**src/rtl/sram_trk_pkg.sv**
```systemverilog
// Shared sizing helpers and default widths for the SRAM in-flight tracker.
package sram_trk_pkg;

  localparam int DEF_ADDR_W = 32;
  localparam int DEF_DATA_W = 32;

  // Counter width able to hold 0..depth inclusive.
  function automatic int cnt_w(input int depth);
    return $clog2(depth + 1);
  endfunction

  // Pointer width for a depth-entry ring; at least one bit.
  function automatic int ptr_w(input int depth);
    if (depth > 1) begin
      return $clog2(depth);
    end else begin
      return 1;
    end
  endfunction

endpackage

```
**src/rtl/sram_inflight_tracker_chk.sv**
```systemverilog
// Protocol checker for the in-flight tracker: response ordering and FIFO bounds.
module sram_inflight_tracker_chk #(
  parameter int CNT_W = 3,
  parameter int DEPTH = 4
) (
  input  logic             clk,
  input  logic             reset,
  input  logic             sram_data_ok,
  input  logic [CNT_W-1:0] out_cnt,
  input  logic             push,
  input  logic             pop,
  input  logic [CNT_W-1:0] fifo_cnt
);

  localparam logic [CNT_W-1:0] CNT_ZERO = {CNT_W{1'b0}};
  localparam logic [CNT_W-1:0] DEPTH_C  = CNT_W'(DEPTH);

  // A data_ok with nothing outstanding has no request to belong to.
  a_no_unmatched_data_ok: assert property (
    @(posedge clk) disable iff (reset) sram_data_ok |-> (out_cnt != CNT_ZERO)
  );

  // Credit accounting must keep the response buffer from overflowing.
  a_fifo_no_overflow: assert property (
    @(posedge clk) disable iff (reset) (push && !pop) |-> (fifo_cnt < DEPTH_C)
  );

endmodule

```
**src/rtl/sram_inflight_tracker_resp_fifo.sv**
```systemverilog
// Synchronous response FIFO (DEPTH x DATA_W) with push/pop/clear and occupancy.
// Pointers wrap explicitly at DEPTH-1 so non-power-of-two depths work.
module resp_fifo
  import sram_trk_pkg::*;
#(
  parameter int DATA_W = DEF_DATA_W,
  parameter int DEPTH  = 4
) (
  input  logic                      clk,
  input  logic                      reset,
  input  logic                      clear,
  input  logic                      push,
  input  logic [DATA_W-1:0]         push_data,
  input  logic                      pop,
  output logic [DATA_W-1:0]         head_data,
  output logic [cnt_w(DEPTH)-1:0]   count,
  output logic                      empty
);

  localparam int CNT_W = cnt_w(DEPTH);
  localparam int PTR_W = ptr_w(DEPTH);
  localparam logic [PTR_W-1:0] LAST_PTR = PTR_W'(DEPTH - 1);
  localparam logic [PTR_W-1:0] PTR_ZERO = {PTR_W{1'b0}};
  localparam logic [CNT_W-1:0] CNT_ZERO = {CNT_W{1'b0}};

  logic [DATA_W-1:0] mem_r [DEPTH];
  logic [PTR_W-1:0]  wr_ptr_r;
  logic [PTR_W-1:0]  rd_ptr_r;
  logic [CNT_W-1:0]  cnt_r;

  function automatic logic [PTR_W-1:0] ptr_inc(input logic [PTR_W-1:0] p);
    if (p == LAST_PTR) begin
      return PTR_ZERO;
    end else begin
      return p + PTR_W'(1'b1);
    end
  endfunction

  // Pointer and occupancy state; clear wins over any push or pop.
  always_ff @(posedge clk or posedge reset) begin
    if (reset) begin
      wr_ptr_r <= PTR_ZERO;
      rd_ptr_r <= PTR_ZERO;
      cnt_r    <= CNT_ZERO;
    end else if (clear) begin
      wr_ptr_r <= PTR_ZERO;
      rd_ptr_r <= PTR_ZERO;
      cnt_r    <= CNT_ZERO;
    end else begin
      if (push) begin
        wr_ptr_r <= ptr_inc(wr_ptr_r);
      end
      if (pop) begin
        rd_ptr_r <= ptr_inc(rd_ptr_r);
      end
      case ({push, pop})
        2'b10:   cnt_r <= cnt_r + CNT_W'(1'b1);
        2'b01:   cnt_r <= cnt_r - CNT_W'(1'b1);
        default: cnt_r <= cnt_r;
      endcase
    end
  end

  // Data storage; contents need no reset because occupancy guards reads.
  always_ff @(posedge clk) begin
    if (push && !clear) begin
      mem_r[wr_ptr_r] <= push_data;
    end
  end

  assign head_data = mem_r[rd_ptr_r];
  assign count     = cnt_r;
  assign empty     = (cnt_r == CNT_ZERO);

endmodule

```
**src/rtl/sram_inflight_tracker.sv**
```systemverilog
// Outstanding-request tracker for an SRAM-like req/addr_ok/data_ok bus.
// Issues up to DEPTH requests (in flight + buffered), buffers read data in
// order, and on flush discards every response still owed to the old stream.
// Optional macro SRAM_TRACKER_BYPASS_EN: when nothing is buffered or owed,
// returning data is presented to the consumer in the same cycle.
module sram_inflight_tracker
  import sram_trk_pkg::*;
#(
  parameter int ADDR_W = DEF_ADDR_W,
  parameter int DATA_W = DEF_DATA_W,
  parameter int DEPTH  = 4
) (
  input  logic                    clk,
  input  logic                    reset,
  input  logic                    flush,
  input  logic                    up_req,
  input  logic [ADDR_W-1:0]       up_addr,
  output logic                    up_accept,
  output logic                    sram_req,
  output logic [ADDR_W-1:0]       sram_addr,
  input  logic                    sram_addr_ok,
  input  logic [DATA_W-1:0]       sram_rdata,
  input  logic                    sram_data_ok,
  output logic                    rsp_valid,
  output logic [DATA_W-1:0]       rsp_data,
  input  logic                    rsp_ready,
  output logic [cnt_w(DEPTH)-1:0] out_cnt,
  output logic                    idle
);

  localparam int CNT_W = cnt_w(DEPTH);
  localparam logic [CNT_W-1:0] CNT_ZERO  = {CNT_W{1'b0}};
  localparam logic [CNT_W:0]   DEPTH_EXT = (CNT_W + 1)'(DEPTH);

  logic [CNT_W-1:0]  out_cnt_r;
  logic [CNT_W-1:0]  discard_cnt_r;
  logic [CNT_W-1:0]  fifo_cnt_s;
  logic              fifo_empty_s;
  logic [DATA_W-1:0] fifo_head_s;
  logic              credit_ok_s;
  logic              push_s;
  logic              pop_s;
  logic              drop_s;
`ifdef SRAM_TRACKER_BYPASS_EN
  logic              byp_s;
`endif

  // Request path: issue only with a free slot, never during flush or reset.
  always_comb begin
    credit_ok_s = (({1'b0, out_cnt_r} + {1'b0, fifo_cnt_s}) < DEPTH_EXT);
    sram_req    = up_req && credit_ok_s && !flush && !reset;
    up_accept   = sram_req && sram_addr_ok;
    sram_addr   = up_addr;
  end

  // Response path: drop stale data, buffer live data, present the head.
  always_comb begin
    drop_s    = sram_data_ok && (discard_cnt_r != CNT_ZERO);
    push_s    = !flush && sram_data_ok && (discard_cnt_r == CNT_ZERO);
    pop_s     = !flush && rsp_ready && !fifo_empty_s;
    rsp_valid = !fifo_empty_s;
    rsp_data  = fifo_head_s;
`ifdef SRAM_TRACKER_BYPASS_EN
    byp_s = fifo_empty_s && push_s;
    if (byp_s) begin
      rsp_valid = 1'b1;
      rsp_data  = sram_rdata;
      push_s    = !rsp_ready;
    end else begin
      rsp_valid = !fifo_empty_s;
      rsp_data  = fifo_head_s;
    end
`endif
  end

  // Outstanding and discard counters; flush re-derives the discard count
  // from out_cnt, which already includes any pending discards.
  always_ff @(posedge clk or posedge reset) begin
    if (reset) begin
      out_cnt_r     <= CNT_ZERO;
      discard_cnt_r <= CNT_ZERO;
    end else begin
      out_cnt_r <= out_cnt_r + CNT_W'(up_accept) - CNT_W'(sram_data_ok);
      if (flush) begin
        discard_cnt_r <= out_cnt_r - CNT_W'(sram_data_ok);
      end else if (drop_s) begin
        discard_cnt_r <= discard_cnt_r - CNT_W'(1'b1);
      end else begin
        discard_cnt_r <= discard_cnt_r;
      end
    end
  end

  assign out_cnt = out_cnt_r;
  assign idle    = (out_cnt_r == CNT_ZERO) && fifo_empty_s && (discard_cnt_r == CNT_ZERO);

  resp_fifo #(
    .DATA_W (DATA_W),
    .DEPTH  (DEPTH)
  ) u_resp_fifo (
    .clk       (clk),
    .reset     (reset),
    .clear     (flush),
    .push      (push_s),
    .push_data (sram_rdata),
    .pop       (pop_s),
    .head_data (fifo_head_s),
    .count     (fifo_cnt_s),
    .empty     (fifo_empty_s)
  );

  sram_inflight_tracker_chk #(
    .CNT_W (CNT_W),
    .DEPTH (DEPTH)
  ) u_chk (
    .clk          (clk),
    .reset        (reset),
    .sram_data_ok (sram_data_ok),
    .out_cnt      (out_cnt_r),
    .push         (push_s),
    .pop          (pop_s),
    .fifo_cnt     (fifo_cnt_s)
  );

endmodule

```
**config.mk**
```make
export PLATFORM = sky130hd
export DESIGN_NAME = sram_inflight_tracker
export DESIGN_NICKNAME = d
export VERILOG_FILES = /design/src/rtl/sram_trk_pkg.sv /design/src/rtl/sram_inflight_tracker_chk.sv /design/src/rtl/sram_inflight_tracker_resp_fifo.sv /design/src/rtl/sram_inflight_tracker.sv
export SDC_FILE = /design/constraint.sdc
export NUM_CORES = 1
export LEC_CHECK = 0
export ABC_CLOCK_PERIOD_IN_PS = 3000
export CORE_MARGIN = 1.5
export CORE_UTILIZATION = 40
export DETAILED_ROUTE_END_ITERATION = 6
export PLACE_DENSITY = 0.67
export SLEW_MARGIN = 20
export SYNTH_ARGS = -nofsm -noshare
export SYNTH_HDL_FRONTEND = slang
export SYNTH_SLANG_ARGS = --single-unit
```
**constraint.sdc**
```tcl
create_clock -name clk -period 3 [get_ports clk]
set_clock_uncertainty 0.15 [all_clocks]
set_input_delay 0.6 -clock clk [delete_from_list [all_inputs] [get_ports clk]]
set_output_delay 0.6 -clock clk [all_outputs]
set_load 0.02 [all_outputs]
```
# After elaboration in Yosys (flattened, before gate mapping)
# Memories as Yosys holds them, arrays and structs flattened.
# Index checks and enable logic that the tools add are counted.
# word_totals
register_bits,13
ram_bits,128
out_inout_bits,71
elab_cells,55
memories,1
# memory_table
memory,words,word_bits,read_ports,rd_ports_with_merged_regs,wr,line_no,text
u_resp_fifo.mem_r,4,32,1,0,1,sram_inflight_tracker_resp_fifo.sv:26,logic [DATA_W-1:0] mem_r [DEPTH];
# op_classes
addsub,9
order_cmp,1
n_eq_ne,4
muxes,12
n_reduce_logical,23
# op_table
cell,n
$logic_and A1 B1 Y1,12
$mux W2,6
$logic_not A3 Y1,3
$mux W3,3
$eq A2 B2 Y1 const B,3
$pmux W3 S2,1
$reduce_bool A2 Y1,3
$reduce_bool A3 Y1,2
$sub A3 B1 Y3,2
$sub A3 B1 Y3 const B,2
$add A2 B1 Y2 const B,2
$add A3 B3 Y4,1
$lt A4 B3 Y1 const B,1
$add A3 B1 Y3,1
$add A3 B1 Y3 const B,1
$logic_not A1 Y1,3
$eq A2 B1 Y1 const B,1
$mux W1,2

# Logic depth before layout (Yosys ltp)
# Gate-level depths: netlist (run 1).
# depth
word_depth,8
mapped_depth,9
depth_no_buf,9

# Cells and area by module
# Synthesis (run 1) repeated with hierarchy kept, for this count alone.
# unflattened
cells_unflattened,295
hier_area_um2,5844.4
# by_module_without_submodules
module,instances,cells_each,area_each_um2,seq_area_each_um2
resp_fifo,1,211,5101.1,4018.9
sram_inflight_tracker,1,84,743.2,150.1

# Worst setup path after synthesis (run 1)
# OpenSTA, ideal clock, no wires.
# synth_path
path_kind,input port to flip-flop
start,input flush
end,"register out_cnt_r[2], in the netlist out_cnt[2]"
t_arrival_ps,2723
slack_ps,-8
cell_stages,9
cell_sequence,buf_2 > nor4_1 > nand3_1 > a311oi_1 > ha_1 > inv_1 > fa_1 > xnor2_1 > xnor2_1
# synth_via
elab_chain_len,6
# synth_rtl
item,line_no,text
from (decl),sram_inflight_tracker.sv:15,"input logic flush,"
$logic_not A1 Y1,sram_inflight_tracker.sv:51,sram_req = up_req && credit_ok_s && !flush && !reset;
$logic_and A1 B1 Y1 (2 in a row),sram_inflight_tracker.sv:51,
$logic_and A1 B1 Y1,sram_inflight_tracker.sv:52,up_accept = sram_req && sram_addr_ok;
named net up_accept,sram_inflight_tracker.sv:18,"output logic up_accept,"
$add A3 B1 Y3,sram_inflight_tracker.sv:83,out_cnt_r <= out_cnt_r + CNT_W'(up_accept) - CNT_W'(sram_data_ok);
$sub A3 B1 Y3,sram_inflight_tracker.sv:83,
to (signal assigned),sram_inflight_tracker.sv:83,
to (decl),sram_inflight_tracker.sv:35,logic [CNT_W-1:0] out_cnt_r;
# The timed path passes the listed nets, and every way through them passes these cells.
# A chain may end at the register's enable or synchronous reset.

# Worst setup path in the final report (run 1)
# layout_path
start,register u_resp_fifo.rd_ptr_r[0]
end,output rsp_data[20]
# layout_via
elab_chain_len,1
# layout_rtl
item,line_no,text
from (decl),sram_inflight_tracker_resp_fifo.sv:28,logic [PTR_W-1:0] rd_ptr_r;
from (signal assigned),sram_inflight_tracker_resp_fifo.sv:54,rd_ptr_r <= ptr_inc(rd_ptr_r);
$mem_v2 Z4 W32,--,
to (decl),sram_inflight_tracker.sv:25,"output logic [DATA_W-1:0] rsp_data,"
# Every way passes these cells.

==> flow_summary_export.csv, run 1 <==
group,metric,value,unit
critical_path,crit_path_start_kind,"flop",
logic_synthesis,seq_area_frac_synth,70.8,%
final_layout,n_antenna_cell,0,
floorplan,die_y,124,µm
logic_synthesis,synth_area_leaders,"edfxtp_1 (65%), mux4_2 (12%), dfrtp_1 (5.5%), buf_4 (4.6%), ha_1 (2.8%)",
critical_path,endpoint_kind,"primary output",
timing,fmax,345,MHz
logic_synthesis,syn_inst,308,
pwr,ir_drop,0.430,mV
critical_path,critPathArrivalTime,2140,ps
floorplan,die_area,15500,µm²
critical_path,cp.required,2250,ps
floorplan,core_area,14500,µm²
logic_synthesis,async_reset_ff_share,9.22,%
drt,drt_wl_total,10700,µm
floorplan,start_util,40.7,%
floorplan,fp-row-count,44,
clock_network,clock_sinks,141,
drt,routedWlPerCell,18.7,µm
placed_design,io_buffers,77,
global_route,grt_max_degree,33,
timing,worstMarginPinSlew,301,ps
placed_design,pre_cts_ws,-98.0,ps
final_layout,fillers,1183,
drt,via_count,2957,
drt,drc,0,
final_layout,fin_nets,464,
floorplan,die_x,124,µm
timing,setup_slack,105,ps
logic_synthesis,ys_ff_latch,141,
timing,min_period_over_period,96.5,%
clock_network,cts_made_buffers,17,
logic_synthesis,synth_edf_count,128,
drt,drt_iter0_drc,141,
logic_synthesis,synth_top_area_share,65.3,%
job,drv_cap,0,
drt,vias_per_cell,5.15,
final_layout,fin_util,50.6,%
logic_synthesis,synth_area,5890,µm²
global_route,use_met2,24.2,%
global_route,grt_pass1_vias,3103,
timing,setup_viol,0,
placed_design,dp_hpwl,6790,µm
logic_synthesis,synth_top_area_cell,"edfxtp_1",
clock_network,hold_buffers,0,
global_route,antenna_found_initial,0,
timing,maxSlewHeadroom,79.9,%
pwr,leakage,2.47,nW
drt,ant_nets,0,
clock_network,cts_max_path_buffers,2,
logic_synthesis,synth.avg_cell_area,19.1,µm²
timing,slew_violations,0,
pwr,p_per_area,672,nW/µm²
timing,hold_violations,0,
final_layout,drive_gt1_share,22.6,%
critical_path,path_max_fanout,22,
worst_hold_path,hold_path.class,"input port to asynchronous set/reset pin",
logic_synthesis,synthFlopType,"edfxtp_1",
global_route,top_usage_layer,"met2",
logic_synthesis,syn_nets,394,
timing,fin_setup_tns,0,ps
global_route,use_met1,17.3,%
timing,rsz0062_at_grt,"no",
clock_network,insertion_delay,410,ps
clock_network,post-cts-setup-buffers,0,
logic_synthesis,ys_types,42,
floorplan,io_pins,142,
global_route,grt_pass1_wl,17100,µm
final_layout,syn_to_final_growth,24.3,%
global_route,track_usage,14.8,%
placed_design,gp_congestion,0.768,
timing,period_minus_slack,2890,ps
global_route,grt-ovfl-total,0,
clock_network,root_buffer,"clkbuf_16",
run_status,status,"completed",
logic_synthesis,ys_warn_count,0,
final_layout,finalInstanceArea,7320,µm²
global_route,grt_util_met3,5.71,%
placed_design,dpl_cell_area,6810,µm²
drt,dr.pass1.iters,4,
clock_network,cts_max_level,4,
clock_network,cts_tree,"yes",
critical_path,r2r_cells,10,
critical_path,path_class,"flop to primary output",
clock_network,clk_pin_slew_worst_paths,60,ps
-- area by class of cell --
class	count	area [µm²]	area share, %
sequential	141	4170	57.0
multi-input combinational	109	1370	18.7
timing repair buffer	95	985	13.5
clock buffer	19	433	5.91
tap	184	230	3.14
clock inverter	12	75.1	1.03
inverter	14	55.1	0.752
-- where the power goes --
group	switching, W	leakage [nW]	total, W	internal [W]
sequential	0.0000535	1.31	0.00228	0.00223
combinational	0.000421	0.917	0.000853	0.000432
clock	0.000747	0.241	0.00179	0.00104
-- metrics by stage --
stage          std cells  hold slack, ps  total power (W)
2_1_floorplan        308             335          0.00288
3_5_place_dp         543             445          0.00318
6_report             574             359          0.00492
3_3_place_gp         543             423          0.00316
5_1_grt              574             364          0.00514
4_1_cts              574             341          0.00498
-- cells by family after synthesis --
| group | Yosys count | synth area share [%] |
|---|---|---|
| mux | 34 | 12.6 |
| compound gates | 22 | 2.97 |
| xor+xnor | 3 | 0.446 |
| flops | 141 | 70.8 |
| fa+ha+maj | 15 | 3.44 |
| simple gates | 35 | 3.63 |
| buf+inv | 58 | 6.14 |
-- Yosys cell counts, drive strengths merged, types with 2 or more instances --
cell type,count
nand2b,3
a21oi,7
nor2b,5
xnor2,3
mux4,32
or3,2
ha,13
dfrtp,13
nor3,2
buf,41
fa,2
and2,5
a311oi,2
nand2,3
edfxtp,128
nand3,2
and3,3
o21ai,2
nor2,5
inv,14
o31a,2
clkbuf,3
-- registers in the layout, indices dropped and copies added (netlist names) --
register              count
u_resp_fifo.mem_r       128
discard_cnt_r             3
out_cnt                   3
u_resp_fifo.count         3
u_resp_fifo.rd_ptr_r      2
u_resp_fifo.wr_ptr_r      2
-- layer usage --
layer / up-vias / wire, µm
met5: - / 0
met2: 99 / 5370
li1: 1327 / -
met4: 0 / 200
met3: 27 / 752
met1: 1504 / 4390
-- layout by cell type, fill, tap and decap left out, drive strengths merged, types with 3 or more instances in the layout --
cell type      instances
buf                   18
dfrtp                 13
clkinvlp               3
inv                   15
nor2b                  5
clkdlybuf4s50         74
and3                   3
a21oi                  7
nand2b                 3
and2                   5
clkbuf                19
edfxtp               128
ha                    13
clkinv                 8
nand2                  3
mux4                  32
xnor2                  3
nor2                   5
-- worst paths after layout --
check,start,to,slack [ps]
worst min-delay path,reset,out_cnt[2]$_DFF_PP0_,360
max in group asynchronous,reset,u_resp_fifo.rd_ptr_r[0]$_DFFE_PP0P_,2160
worst max-delay path,u_resp_fifo.rd_ptr_r[0]$_DFFE_PP0P_,rsp_data[20],110
worst min register to register,u_resp_fifo.wr_ptr_r[0]$_DFFE_PP0P_,u_resp_fifo.wr_ptr_r[0]$_DFFE_PP0P_,450
worst max register to register,u_resp_fifo.count[2]$_DFFE_PP0P_,out_cnt[2]$_DFF_PP0_,430
min in group clk,u_resp_fifo.wr_ptr_r[0]$_DFFE_PP0P_,u_resp_fifo.wr_ptr_r[0]$_DFFE_PP0P_,450
-- timing repair --
| action | CTS | global route |
|---|---|---|
| resized for setup | 3 | 1 |
| cloned | 0 | 0 |
| endpoints found under the setup margin | 3 | 1 |
-- critical path, cell delays in order, from the launching register on --
cell	delay (ps)
dfrtp_2	390
buf_12	210
mux4_2	550
clkdlybuf4s50_1	570
Power figures use the tool's default switching activity.
==> run 2, diff against run 1 <==
--- a/config.mk
+++ b/config.mk
@@ -5,6 +5,7 @@
 export SDC_FILE = /design/constraint.sdc
 export NUM_CORES = 1
 export LEC_CHECK = 0
+export ABC_AREA = 1
 export ABC_CLOCK_PERIOD_IN_PS = 3000
 export CORE_MARGIN = 1.5
 export CORE_UTILIZATION = 40
==> flow_summary_export.csv, run 2 <==
group,metric,value,unit
job,drv_cap,0,
clock_network,cts_made_buffers,17,
critical_path,r2r_cells,9,
pwr,pwr-share-seq,36.4,%
drt,ant_nets,0,
worst_hold_path,worstHoldPathCells,2,
timing,maxSlewHeadroom,64.7,%
logic_synthesis,yosys-top-cells-count,"edfxtp_1 (128), nor2_1 (74), o21ai_0 (50)",
clock_network,cts_tree,"yes",
logic_synthesis,ys_types,26,
critical_path,cpPeakStageDelay,630,ps
timing,setup_viol,0,
critical_path,endpoint_kind,"primary output",
clock_network,cts_max_path_buffers,2,
timing,period_minus_slack,2900,ps
timing,fmax,345,MHz
clock_network,insertion_delay,410,ps
final_layout,largest_reg_flops,128,
critical_path,cp.required,2250,ps
timing,rsz0062_at_grt,"no",
final_layout,fillers,1230,
final_layout,final_common_cell,"edfxtp_1",
logic_synthesis,synth.avg_cell_area,12.9,µm²
logic_synthesis,synth_area_leaders,"edfxtp_1 (65%), dfrtp_1 (5.5%), nor2_1 (4.7%), o21ai_0 (4.2%), buf_4 (4.2%)",
timing,hold_violations,0,
final_layout,n_antenna_cell,0,
critical_path,path_max_fanout,32,
drt,vias_per_cell,5.06,
global_route,grt_pass1_wl,18900,µm
logic_synthesis,seq_area_frac_synth,70.5,%
clock_network,post-cts-setup-buffers,0,
floorplan,core_area,14500,µm²
drt,dr.pass1.iters,4,
floorplan,start_util,40.8,%
worst_hold_path,hold_path.class,"flop to flop",
critical_path,critPathArrivalTime,2150,ps
logic_synthesis,async_reset_ff_share,9.22,%
logic_synthesis,synthFlopType,"edfxtp_1",
drt,drt_wl_total,12000,µm
drt,drt_iter0_drc,192,
pwr,intPower,0.00442,W
drt,drc,0,
pwr,p_sw,0.00202,W
floorplan,die_x,125,µm
placed_design,dpl_cell_area,6790,µm²
timing,slew_violations,0,
critical_path,crit_path_start_kind,"flop",
pwr,p_sw_share,31.3,%
run_status,status,"completed",
global_route,grt-ovfl-total,0,
placed_design,io_buffers,77,
logic_synthesis,synth_top_area_share,65.0,%
final_layout,drive_gt1_share,10.1,%
clock_network,root_buffer,"clkbuf_16",
critical_path,cpMaxStageDelayCell,"clkdlybuf4s50_1",
placed_design,dp_hpwl,7370,µm
clock_network,clk_pin_slew_worst_paths,50,ps
pwr,leakage,2.72,nW
pwr,pwr-share-comb,31.8,%
final_layout,layout_common_cells,"edfxtp_1 (128), nor2_1 (70), clkdlybuf4s50_1 (66), o21ai_0 (50), o22ai_1 (32)",
drt,via_count,3636,
final_layout,finalInstanceArea,7410,µm²
pwr,ir_drop,0.431,mV
logic_synthesis,ys_warn_count,0,
final_layout,multiInputGateArea,1310,µm²
pwr,p_clk_share,31.8,%
floorplan,die_area,15500,µm²
logic_synthesis,synth_top_area_cell,"edfxtp_1",
drt,routedWlPerCell,16.7,µm
floorplan,die_y,125,µm
global_route,grt_pass1_vias,3771,
timing,min_period_over_period,96.6,%
clock_network,hold_buffers,0,
logic_synthesis,synth_area,5910,µm²
pwr,p_per_area,869,nW/µm²
final_layout,syn_to_final_growth,25.3,%
logic_synthesis,yosys.cell_count.top_type,"edfxtp_1",
final_layout,seq_area,4170,µm²
timing,worstMarginPinSlew,529,ps
floorplan,fp-row-count,44,
clock_network,clock_sinks,141,
final_layout,fin_nets,607,
global_route,grt_max_degree,47,
final_layout,regMostFlops,"u_resp_fifo.mem_r",
critical_path,path_class,"flop to primary output",
logic_synthesis,syn_inst,458,
logic_synthesis,synth_edf_count,128,
placed_design,gp_congestion,0.757,
global_route,antenna_found_initial,0,
logic_synthesis,ys_ff_latch,141,
pwr,finalPower,0.00644,W
floorplan,io_pins,142,
clock_network,cts_max_level,4,
global_route,track_usage,16.0,%
logic_synthesis,syn_nets,544,
critical_path,worstPathCellList,"inv_4 -> buf_12 -> nor2_1 -> o22ai_1 -> clkdlybuf4s50_1",
==> run 2: cell types whose count changed after synthesis, sizes merged, moves of 6 or more <==
cell | previous run | this run
mux4 | 32 | 0
a21oi | 7 | 1
o21ai | 2 | 72
nand2 | 3 | 27
inv | 14 | 26
o22ai | 0 | 32
nor2 | 5 | 74
==> run 2: layout make-up <==
class                      instances  area share (%)
sequential                       141            56.3
multi-input combinational        239            17.6
timing repair buffer              96            13.8
clock buffer                      20            5.90
tap                              184            3.11
clock inverter                    12            1.94
inverter                          26            1.35
==> run 2: path summary, 6_finish.rpt <==
kind                                                       end  slack (ps)                                start
hold reg to reg                   discard_cnt_r[2]$_DFFE_PP0P_         400         discard_cnt_r[2]$_DFFE_PP0P_
min in group asynchronous     u_resp_fifo.count[2]$_DFFE_PP0P_         420                                reset
max in group asynchronous  u_resp_fifo.rd_ptr_r[0]$_DFFE_PP0P_        1900                                reset
setup reg to reg                          out_cnt[2]$_DFF_PP0_         520                 out_cnt[2]$_DFF_PP0_
setup / recovery                                   rsp_data[7]         100  u_resp_fifo.rd_ptr_r[0]$_DFFE_PP0P_
hold / removal                    discard_cnt_r[2]$_DFFE_PP0P_         400         discard_cnt_r[2]$_DFFE_PP0P_
==> run 2: power by group through the flow <==
stage | registers [W] | logic, W | clock network (W)
6_report | 0.00234 | 0.00204 | 0.00205
2_1_floorplan | 0.00239 | 0.00127 | 0
5_1_grt | 0.00236 | 0.00224 | 0.00218
4_1_cts | 0.00234 | 0.00209 | 0.00209
3_3_place_gp | 0.00238 | 0.00203 | 0
3_5_place_dp | 0.00238 | 0.00207 | 0
==> run 2: what timing repair did <==
| action | in CTS | in global routing |
|---|---|---|
| resized for setup | 4 | 12 |
| hold endpoints to repair | 0 | 0 |
| setup endpoints to repair | 10 | 18 |
==> run 2: cell families (layout without fill, tap and decap cells) <==
group           after synthesis  after routing  share of synthesized area [%]
xor+xnor                      4              4                          0.593
fa+ha+maj                    15             15                           3.43
flops                       141            141                           70.5
simple gates                113            113                           7.74
buf+inv                      78            154                           7.91
compound gates              107            107                           9.82
==> run 2: per-stage QoR <==
| step | cells | TNS, ps | hold WS [ps] | utilization (%) | setup slack, ps |
|---|---|---|---|---|---|
| global placement | 686 | 0 | 381 | 46.9 | 118 |
| global route | 718 | 0 | 431 | 51.2 | 1.62 |
| detailed placement | 686 | -7.17 | 387 | 46.9 | -7.17 |
| CTS | 718 | 0 | 404 | 51.0 | 6.92 |
| floorplan | 458 | 0 | 327 | - | 131 |
| finish | 718 | 0 | 400 | 51.2 | 102 |
==> run 2: layer usage <==
metal / vias to the layer above / share of wire, % / global-route usage, %
met3: 47 / 5.2 / 4.90
met1: 1760 / 43 / 18.5
met2: 92 / 48 / 26.5
li1: 1737 / - / -
met5: - / 0 / 0
met4: 0 / 3.3 / 8.92
==> run 2: critical path: cells and delay by family (launching register included) <==
| family | cells | cell delay (ps) |
|---|---|---|
| compound gates | 1 | 200 |
| buf+inv | 3 | 1020 |
| flops | 1 | 440 |
| simple gates | 1 | 60 |
==> run 3, diff against run 2 <==
--- a/config.mk
+++ b/config.mk
@@ -8,9 +8,9 @@
 export ABC_AREA = 1
 export ABC_CLOCK_PERIOD_IN_PS = 3000
 export CORE_MARGIN = 1.5
-export CORE_UTILIZATION = 40
+export CORE_UTILIZATION = 50
 export DETAILED_ROUTE_END_ITERATION = 6
-export PLACE_DENSITY = 0.67
+export PLACE_DENSITY = 0.8
 export SLEW_MARGIN = 20
 export SYNTH_ARGS = -nofsm -noshare
 export SYNTH_HDL_FRONTEND = slang
==> flow_summary_export.csv, run 3 (synthesized netlist as in run 2, its figures left out) <==
group,metric,value,unit
critical_path,worstPathBufferInverterCount,3,
drt,drt_iter0_drc,305,
floorplan,core_area,11500,µm²
drt,ant_nets,0,
drt,via_count,3765,
pwr,leakage,2.76,nW
final_layout,final_common_cell,"edfxtp_1",
pwr,ir_drop,0.520,mV
critical_path,worstPathCellList,"inv_4 -> buf_12 -> nor2_1 -> o22ai_1 -> clkdlybuf4s50_1",
critical_path,cpMaxStageDelayCell,"clkdlybuf4s50_1",
critical_path,critPathArrivalTime,2190,ps
critical_path,endpoint_kind,"primary output",
final_layout,regMostFlops,"u_resp_fifo.mem_r",
floorplan,io_pins,142,
clock_network,cts_made_buffers,17,
placed_design,gp_congestion,0.742,
drt,drt_wl_total,12100,µm
clock_network,cts_max_level,4,
final_layout,largest_reg_flops,128,
critical_path,path_max_fanout,38,
critical_path,cpPeakStageDelay,630,ps
final_layout,fin_nets,605,
timing,fin_setup_tns,0,ps
timing,min_period_over_period,98.2,%
timing,slew_violations,0,
drt,dr.pass1.iters,5,
floorplan,die_x,112,µm
placed_design,dpl_cell_area,6680,µm²
pwr,p_per_area,876,nW/µm²
placed_design,io_buffers,77,
run_status,status,"completed",
floorplan,start_util,51.6,%
clock_network,hold_buffers,0,
global_route,grt_pass1_vias,3807,
global_route,grt_max_degree,67,
final_layout,final_cells,675,
final_layout,syn_to_final_growth,23.4,%
drt,vias_per_cell,5.58,
floorplan,fp-row-count,39,
floorplan,die_y,112,µm
critical_path,path_class,"flop to primary output",
global_route,grt-ovfl-total,0,
clock_network,insertion_delay,410,ps
placed_design,dp_hpwl,7250,µm
timing,maxSlewHeadroom,64.2,%
final_layout,n_antenna_cell,0,
global_route,antenna_found_initial,0,
clock_network,cts_tree,"yes",
final_layout,fin_util,63.6,%
timing,setup_viol,0,
critical_path,cp_top_family,"buffers and inverters",
clock_network,root_buffer,"clkbuf_16",
critical_path,crit_start,"u_resp_fifo.rd_ptr_r[0]$_DFFE_PP0P_",
global_route,grt_pass1_wl,18800,µm
drt,drc,0,
clock_network,clock_sinks,141,
job,drv_cap,0,
timing,fmax,340,MHz
worst_hold_path,hold_path.class,"input port to asynchronous set/reset pin",
critical_path,reg2reg_from,"out_cnt[2]$_DFF_PP0_",
timing,rsz0062_at_grt,"no",
final_layout,fillers,840,
critical_path,crit_path_start_kind,"flop",
floorplan,die_area,12500,µm²
drt,routedWlPerCell,17.9,µm
timing,period_minus_slack,2940,ps
clock_network,post-cts-setup-buffers,0,
final_layout,drive_gt1_share,10.7,%
final_layout,layout_common_cells,"edfxtp_1 (128), nor2_1 (70), clkdlybuf4s50_1 (59), o21ai_0 (50), o22ai_1 (32)",
clock_network,clk_pin_slew_worst_paths,60,ps
critical_path,cp.required,2250,ps
clock_network,cts_max_path_buffers,2,
timing,worstMarginPinSlew,536,ps
final_layout,finalInstanceArea,7300,µm²
placed_design,dp.cells,643,
timing,hold_violations,0,
global_route,track_usage,19.7,%
-- run 3: changes by cell type in the layout (fill, tap and decap cells not counted), moves of 3 or more --
cell	delta
clkdlybuf4s50_1	-7
buf_12	-4
buf_4	+3
dlymetal6s2s_1	+7
clkinv_1	-3
clkinv_4	+3
-- run 3: final timing paths --
check | slack [ps] | end | cells past startpoint
max | 60 | rsp_data[23] | 5
min | 400 | out_cnt[1]$_DFF_PP0_ | 2
max reg2reg | 520 | out_cnt[2]$_DFF_PP0_ | 9
min reg2reg | 420 | discard_cnt_r[1]$_DFFE_PP0P_ | 2
max in group asynchronous | 1910 | u_resp_fifo.rd_ptr_r[1]$_DFFE_PP0P_ | 2
min in group clk | 420 | discard_cnt_r[1]$_DFFE_PP0P_ | 2
-- run 3: what timing repair did --
item	CTS	global route
setup endpoints to repair	23	16
resized for setup	5	16
pin swaps	0	0
-- run 3: metrics by stage --
step                      worst slack, ps  hold slack [ps]  power [W]
final                                55.1              404    0.00639
after global routing                0.287              460    0.00667
after global placement                127              381    0.00436
after floorplan                       131              327    0.00366
after detailed placement             86.0              406    0.00443
after CTS                            7.40              421    0.00645
-- run 3: worst reg2reg max path, stage by stage, from the launching register on --
cell and delay, ps:
dfrtp_1 460, ha_1 320, nand3b_1 170, nor3b_1 240, buf_4 150, ha_1 130
inv_1 50, fa_1 370, xnor2_1 180, xor2_1 180
-- run 3: routing by layer --
| layer | vias up | global-route usage, % | wire (µm) |
|---|---|---|---|
| li1 | 1733 | - | - |
| met1 | 1834 | 23.6 | 4870 |
| met2 | 162 | 33.4 | 6160 |
| met3 | 36 | 5.50 | 805 |
| met4 | 0 | 8.52 | 261 |
| met5 | - | 0 | 0 |
-- run 3: layout make-up --
| type | instances | area, µm² | area share [%] |
|---|---|---|---|
| Clock buffer | 19 | 433 | 5.93 |
| Inverter | 26 | 100 | 1.37 |
| Clock inverter | 13 | 141 | 1.94 |
| Sequential cell | 141 | 4170 | 57.2 |
| Multi-Input combinational cell | 239 | 1310 | 17.9 |
| Timing Repair Buffer | 94 | 965 | 13.2 |
| Tap cell | 143 | 179 | 2.45 |
-- run 3: where the power goes --
part | leakage, nW | internal (W) | switching, W
Combinational | 1.17 | 0.000830 | 0.00120
Clock | 0.275 | 0.00123 | 0.000788
Sequential | 1.31 | 0.00226 | 0.0000905
Total | 2.76 | 0.00432 | 0.00207
